--- config.mk ---
export PLATFORM = sky130hd
export DESIGN_NAME = pipe_stage_reg
export DESIGN_NICKNAME = d
export VERILOG_FILES = /design/src/rtl/pipe_stage_reg_pkg.sv /design/src/rtl/pipe_stage_reg_slot.sv /design/src/rtl/pipe_stage_reg.sv
export SDC_FILE = /design/constraint.sdc
export NUM_CORES = 1
export LEC_CHECK = 0
export ABC_AREA = 0
export CAP_MARGIN = 10
export CORE_ASPECT_RATIO = 0.75
export CORE_MARGIN = 1.5
export CORE_UTILIZATION = 45
export DETAILED_ROUTE_END_ITERATION = 8
export GPL_TIMING_DRIVEN = 0
export PLACE_DENSITY = 0.95
export RECOVER_POWER = 50
export SYNTH_ARGS = -nofsm -noshare
export SYNTH_HDL_FRONTEND = slang
export SYNTH_SLANG_ARGS = --single-unit
--- constraint.sdc ---
create_clock -name clk -period 4.5 [get_ports clk]
set_input_delay 0.45 -clock clk [delete_from_list [all_inputs] [get_ports clk]]
set_output_delay 0.45 -clock clk [all_outputs]
set_load 0.01 [all_outputs]
--- src/rtl/pipe_stage_reg_pkg.sv ---
// Shared types for the generic pipeline stage register.
// State encodings plus MEM/WB bundle field layout.
package pipe_stage_reg_pkg;

    typedef enum logic [1:0] {
        PS_EMPTY = 2'd0,
        PS_FULL  = 2'd1,
        PS_SKID  = 2'd2
    } ps_state_e;

    localparam int MEMWB_PC4_W    = 32;
    localparam int MEMWB_ALUC_W   = 32;
    localparam int MEMWB_WR_W     = 5;
    localparam int MEMWB_RDO_W    = 32;
    localparam int MEMWB_WSEL_W   = 2;
    localparam int MEMWB_EXT_W    = 32;
    localparam int MEMWB_SPARE_W  = 2;

    localparam int MEMWB_PC4_LSB   = 0;
    localparam int MEMWB_ALUC_LSB  = MEMWB_PC4_LSB + MEMWB_PC4_W;
    localparam int MEMWB_WR_LSB    = MEMWB_ALUC_LSB + MEMWB_ALUC_W;
    localparam int MEMWB_RDO_LSB   = MEMWB_WR_LSB + MEMWB_WR_W;
    localparam int MEMWB_WSEL_LSB  = MEMWB_RDO_LSB + MEMWB_RDO_W;
    localparam int MEMWB_EXT_LSB   = MEMWB_WSEL_LSB + MEMWB_WSEL_W;
    localparam int MEMWB_SPARE_LSB = MEMWB_EXT_LSB + MEMWB_EXT_W;

    localparam int MEMWB_W = MEMWB_SPARE_LSB + MEMWB_SPARE_W;

endpackage

--- src/rtl/pipe_stage_reg_slot.sv ---
// One storage slot: payload+ctrl register with load
// enable and a valid bit; sync active-high reset.
module pipe_slot #(
    parameter int W = 8
) (
    input  logic         clk,
    input  logic         rst,
    input  logic         load,
    input  logic         vld_d,
    input  logic [W-1:0] d,
    output logic [W-1:0] q,
    output logic         vld
);

    // Valid follows the FSM every cycle; data only on load.
    always_ff @(posedge clk) begin
        if (rst) begin
            q   <= '0;
            vld <= 1'b0;
        end else begin
            vld <= vld_d;
            if (load) begin
                q <= d;
            end
        end
    end

endmodule

--- src/rtl/pipe_stage_reg.sv ---
// Pipeline stage register with handshake, flush, ctrl kill.
// Define PIPE_STAGE_SKID_EN for the 2-entry registered-ready build.
module pipe_stage_reg
    import pipe_stage_reg_pkg::*;
#(
    parameter int PAYLOAD_W = MEMWB_W,
    parameter int CTRL_W    = 2,
    parameter int CNT_W     = 16
) (
    input  logic                 clk,
    input  logic                 rst,
    input  logic                 flush,
    input  logic                 in_valid,
    output logic                 in_ready,
    input  logic [PAYLOAD_W-1:0] in_data,
    input  logic [CTRL_W-1:0]    in_ctrl,
    output logic                 out_valid,
    input  logic                 out_ready,
    output logic [PAYLOAD_W-1:0] out_data,
    output logic [CTRL_W-1:0]    out_ctrl,
    output logic [CNT_W-1:0]     stall_cnt
);

    localparam int SW = PAYLOAD_W + CTRL_W;

    ps_state_e      state;
    ps_state_e      state_n;
    logic [SW-1:0]  main_d;
    logic [SW-1:0]  main_q;
    logic           main_vld;
    logic           ld_main;
    logic           in_xfer;
    logic           out_xfer;
    logic [CTRL_W-1:0] ctrl_main;

    assign in_xfer  = in_valid && in_ready;
    assign out_xfer = out_valid && out_ready;

`ifdef PIPE_STAGE_SKID_EN
    logic [SW-1:0] skid_q;
    logic          skid_vld;
    logic          ld_skid;

    assign in_ready = (state != PS_SKID);
    assign main_d   = skid_vld ? skid_q : {in_ctrl, in_data};

    pipe_slot #(
        .W (SW)
    ) u_skid (
        .clk   (clk),
        .rst   (rst),
        .load  (ld_skid),
        .vld_d (state_n == PS_SKID),
        .d     ({in_ctrl, in_data}),
        .q     (skid_q),
        .vld   (skid_vld)
    );
`else
    assign in_ready = !out_valid || out_ready;
    assign main_d   = {in_ctrl, in_data};
`endif

    pipe_slot #(
        .W (SW)
    ) u_main (
        .clk   (clk),
        .rst   (rst),
        .load  (ld_main),
        .vld_d (state_n != PS_EMPTY),
        .d     (main_d),
        .q     (main_q),
        .vld   (main_vld)
    );

    assign out_valid = main_vld;
    assign out_data  = main_q[PAYLOAD_W-1:0];
    assign ctrl_main = main_q[SW-1:PAYLOAD_W];
    assign out_ctrl  = out_valid ? ctrl_main : '0;

    // State register.
    always_ff @(posedge clk) begin
        if (rst) begin
            state <= PS_EMPTY;
        end else begin
            state <= state_n;
        end
    end

    // Next state and slot load strobes; flush drops everything.
    always_comb begin
        state_n = state;
        ld_main = 1'b0;
`ifdef PIPE_STAGE_SKID_EN
        ld_skid = 1'b0;
`endif
        if (flush) begin
            state_n = PS_EMPTY;
        end else begin
            unique case (state)
                PS_EMPTY: begin
                    if (in_xfer) begin
                        state_n = PS_FULL;
                        ld_main = 1'b1;
                    end
                end
                PS_FULL: begin
                    if (out_xfer && in_xfer) begin
                        ld_main = 1'b1;
                    end else if (out_xfer) begin
                        state_n = PS_EMPTY;
`ifdef PIPE_STAGE_SKID_EN
                    end else if (in_xfer) begin
                        state_n = PS_SKID;
                        ld_skid = 1'b1;
`endif
                    end
                end
`ifdef PIPE_STAGE_SKID_EN
                PS_SKID: begin
                    if (out_xfer) begin
                        state_n = PS_FULL;
                        ld_main = 1'b1;
                    end
                end
`endif
                default: begin
                    state_n = PS_EMPTY;
                end
            endcase
        end
    end

    // Saturating count of downstream back-pressure cycles.
    always_ff @(posedge clk) begin
        if (rst) begin
            stall_cnt <= '0;
        end else if (out_valid && !out_ready
                     && stall_cnt != {CNT_W{1'b1}}) begin
            stall_cnt <= stall_cnt + 1'b1;
        end
    end

endmodule

Word-level counts from Yosys, hierarchy flattened
Index checks and enable logic that the tools add are counted.
{ "totals": {"latch_bits": 0, "wordCells": 27, "inputBits": 144, "register_bits": 158, "output_inout_bits": 157, "ram_bits": 0, "romBits": 0, "mem_count": 0} }
{ "classes": {"n_mul": 0, "div": 0, "n_eq_ne": 2, "n_bitwise": 0, "shifts": 0, "magnitude_cmp": 0, "add_sub_neg": 1, "muxes": 10, "n_reduce_logical": 10} }
{ "ops": {"columns": ["cell", "n"], "rows": [
  ["$add A16 B1 Y16 const B", 1],
  ["$ne A16 B16 Y1 const B", 1],
  ["$mux W2", 5],
  ["$logic_and A1 B1 Y1", 5],
  ["$pmux W2 S2", 1],
  ["$mux W1", 3],
  ["$eq A2 B1 Y1 const B", 1],
  ["$logic_not A1 Y1", 2],
  ["$logic_not A2 Y1", 1],
  ["$pmux W1 S2", 1],
  ["$reduce_bool A2 Y1", 1],
  ["$logic_or A1 B1 Y1", 1]
]} }

Longest topological paths before layout
{ "depth": {"ltp_word": 8, "ltp_mapped": 7, "ltp_nobuf": 5} }

Modules after synthesis
Synthesis repeated with hierarchy kept, for this count alone.
{ "unflattened": {"cells_unflattened": 562, "hier_area_um2": 5970.7} }
{ "by_module_without_submodules": {"columns": ["mod", "cells_each", "seq_area_each_um2", "area_per_inst_um2", "instances"], "rows": [
  ["pipe_slot", 451, 2802.7, 5064.9, 1],
  ["pipe_stage_reg", 111, 360.3, 905.9, 1]
]} }

Worst setup path after synthesis
Ideal clock, no wire load.
{ "synth_timing": {"path_type": "register -> register", "start": "register stall_cnt[0]", "end": "register stall_cnt[1]", "synth_period_minus_slack_ns": 2.213, "n_path_buf": 1, "path_stages_with_launch": 7, "setup_time_ns": 0.128, "required_time_ns": 4.372, "arrival_ns": 2.086, "path_slack_ns": 2.287, "cell_sequence": "dfxtp_1 ha_1 nand4_1 o41ai_1 buf_2 mux2i_1 nor2_1"} }
{ "synth_between": {"elab_chain_len": 2, "word_cells_on_any_way": 3, "classes_between": "1 x add/sub; 1 x eq/ne; 1 x reduce/logical"} }
{ "synth_rtl": {"columns": ["element", "line", "rtl"], "rows": [
  ["start, declared", "pipe_stage_reg.sv:21", "output logic [CNT_W-1:0] stall_cnt"],
  ["start signal, assigned", "pipe_stage_reg.sv:139", "stall_cnt <= stall_cnt + 1'b1;"],
  ["parallel branches: the longest is 2 deep, another holds $add A16 B1 Y16", null, null]
]} }
Several ways; the timed one is not identified.
A chain may end at the register's enable or synchronous reset.

Final worst setup path
Same ends and word-level chain as after synthesis.

==> run summary <==
status: finished clean
Antenna Nets Post-Route: 0
worst-case reg-to-reg path depth: 6
utilization after layout: 0.728
clock insertion delay at the later pin of the skew report: 0.42 ns
reg2reg setup slack: 1.78 ns
clock-pin slew on the worst setup and hold paths: 0.06 ns
post-CTS sizing: 0
GPL Wtd Cong: 0.866
dpl ws: 1.54 ns
commonest non-fill, non-tap cells in the layout: dfxtp_1, dlygate4sd3_1, nor2_1, clkdlybuf4s50_1, mux2i_1
initial antenna violation count: 1
Post-route DRC: 0
WL final: 18500 um
Syn Inst Count: 692
required time worst endpoint: 4.79 ns
Fin. Hold Viols: 0
Max Slew Vio Count: 0
crit path time final: 2.72 ns
post-synthesis cell type count: 34
hold path cells: 2
syn avg cell area: 9.78 um^2
GRT Total Usage: 0.231
sequential share of the synthesized area: 0.467
CTS Buf Count: 17
Root Buffer: clkbuf_16
Worst Setup End Kind: register
CP Data Arrival Time: 3.01 ns
Clock Path Buffers: 2
Num Clock Sinks: 158
fill count: 1007
Primary FF master, synth: dfxtp_1
setup ws final: 1.78 ns
worst r2r dst: stall_cnt[1]$_SDFFE_PP0P_
H-tree Lvls: 4
PD cells: 312 mW/mm^2
LEAKAGE: 0.00560 uW
dpl cells: 1192
Placed Area: 0.0100 mm^2
Setup CP Type: register to register
row cnt: 38
mapped cell area: 0.00677 mm^2
area growth from synthesis to layout: 56.9%
Setup TNS: 0 ns
Via density: 4.67
worst hold path endpoint: u_main.q[43]$_SDFFE_PP0P_
drt pass-1 iters: 4
YS warnings: 0
max cap viols: 0
pin count of the biggest net entering global routing: 17
share of cells above drive strength 1: 0.180
Avg WL per Cell: 15.1 um
RSZ-0062 raised after global routing: no
Syn Nets: 837
CTS Hold Bufs: 0
Slew @ Worst Pin: 1.17 ns
fin crit share: 0.604
most common cell after layout, fill and taps aside: dfxtp_1
DPL Wire Length: 14000 um
first-pass GRT wire length: 27600 um
CTS tree: done
Max Fclk: 368 MHz
HP Class: register to register
vias in the first global route: 5666
initial core utilization: 0.464
Port Buffers: 300
Clock Skew: 0.00635 ns
slew margin rel.: 0.211
peak supply drop: 0.262 mV
I/O pin total: 301
vias: 5720
worst r2r src: stall_cnt[0]$_SDFFE_PP0P_
startpoint types: register
Overflow after GRT: 0
non-filler cells, final: 1226
crit path max fanout: 10
Hold Crit Start: u_main.q[43]$_SDFFE_PP0P_
final setup violation count: 0
synthesized flop and latch total: 158
# Post-CTS Setup Buffers: 0
chip height: 109 um
Final Cell Area: 0.0106 mm^2
Die Wd: 145 um
asr flop ratio synth: 0
core area: 0.0146 mm^2
die area: 0.0158 mm^2
Final nets: 1156
Post-synth EDFFs: 0
First DRT Iteration DRCs: 264
[worst max-delay path by stage]
stage	start	endpoint	depth (start not counted)	slack (ns)
2_1_floorplan	stall_cnt[0]$_SDFFE_PP0P_	stall_cnt[1]$_SDFFE_PP0P_	6	2.29
3_3_place_gp	out_ready	u_main.q[60]$_SDFFE_PP0P_	8	1.61
3_5_place_dp	out_ready	u_main.q[42]$_SDFFE_PP0P_	8	1.54
4_1_cts	stall_cnt[0]$_SDFFE_PP0P_	stall_cnt[1]$_SDFFE_PP0P_	6	1.86
5_1_grt	stall_cnt[0]$_SDFFE_PP0P_	stall_cnt[1]$_SDFFE_PP0P_	6	1.55
6_report	stall_cnt[0]$_SDFFE_PP0P_	stall_cnt[1]$_SDFFE_PP0P_	6	1.78
[critical path: stages (launching register included)]
cell,delay (ns)
dfxtp_1,0.44
ha_1,0.25
nand4_1,0.19
o41ai_1,1.07
buf_2,0.38
mux2i_1,0.21
nor2_1,0.05
[metal layers]
metal	GRT usage	wire length, um
met5	0	0
met4	0.112	504
met3	0.0861	1830
met2	0.427	9410
met1	0.230	6720
[power by group]
| group | internal [uW] | switching [uW] | leakage, uW |
|---|---|---|---|
| Sequential | 1440 | 23.0 | 0.00128 |
| Clock | 851 | 577 | 0.000288 |
| Combinational | 264 | 150 | 0.00403 |
| Total | 2560 | 751 | 0.00560 |
[cell usage after synthesis, drive strengths merged (2+ instances only)]
| library cell | instances | area, um^2 |
|---|---|---|
| dfxtp | 158 | 3160 |
| nand3 | 6 | 30.0 |
| clkbuf | 21 | 78.8 |
| buf | 150 | 1090 |
| nand4 | 6 | 37.5 |
| or4 | 5 | 37.5 |
| o31ai | 4 | 30.0 |
| inv | 5 | 18.8 |
| nor3 | 3 | 15.0 |
| nor2b | 2 | 12.5 |
| mux2 | 2 | 22.5 |
| and2 | 2 | 12.5 |
| a21oi | 10 | 50.1 |
| nand2 | 3 | 11.3 |
| mux2i | 141 | 1410 |
| o21ai | 6 | 30.0 |
| nor2 | 145 | 544 |
| a211oi | 3 | 22.5 |
| nor4 | 2 | 12.5 |
| or3 | 5 | 31.3 |
[cell type report]
cell class                      instances  area (um^2)  area share
Inverter                                5         18.8     0.00177
Timing Repair Buffer                  300         3000       0.283
Multi-Input combinational cell        358         2420       0.227
Clock inverter                         12          136      0.0128
Sequential cell                       158         3160       0.298
Clock buffer                           20          457      0.0430
Antenna cell                            2         5.00    0.000471
Buffer                                171         1170       0.110
Tap cell                              200          250      0.0236
[cells by family (layout without fill, tap and decap cells)]
group / Yosys count / in the layout / share of synthesized area
AO/OA/AOI/OAI: 27 / 27 / 0.0246
XOR/XNOR: 1 / 1 / 0.00129
adder cells (fa/ha/maj): 1 / 1 / 0.00185
buffers and inverters: 176 / 508 / 0.176
flip-flops: 158 / 158 / 0.467
multiplexers: 143 / 143 / 0.212
other: 1 / 3 / 0.000554
AND/OR/NAND/NOR: 185 / 185 / 0.117
[registers in the layout, summed over array words and instances (netlist names)]
signal / flops
u_main.q: 139
stall_cnt: 16
state: 2
u_main.vld: 1
[metrics by stage]
step	hold WS, ns	power, uW
4_1_cts	0.500	3360
3_3_place_gp	0.466	1920
2_1_floorplan	0.455	1680
3_5_place_dp	0.484	1930
6_report	0.496	3310
5_1_grt	0.514	3440
No activity file was read; power rests on OpenSTA's default activity.
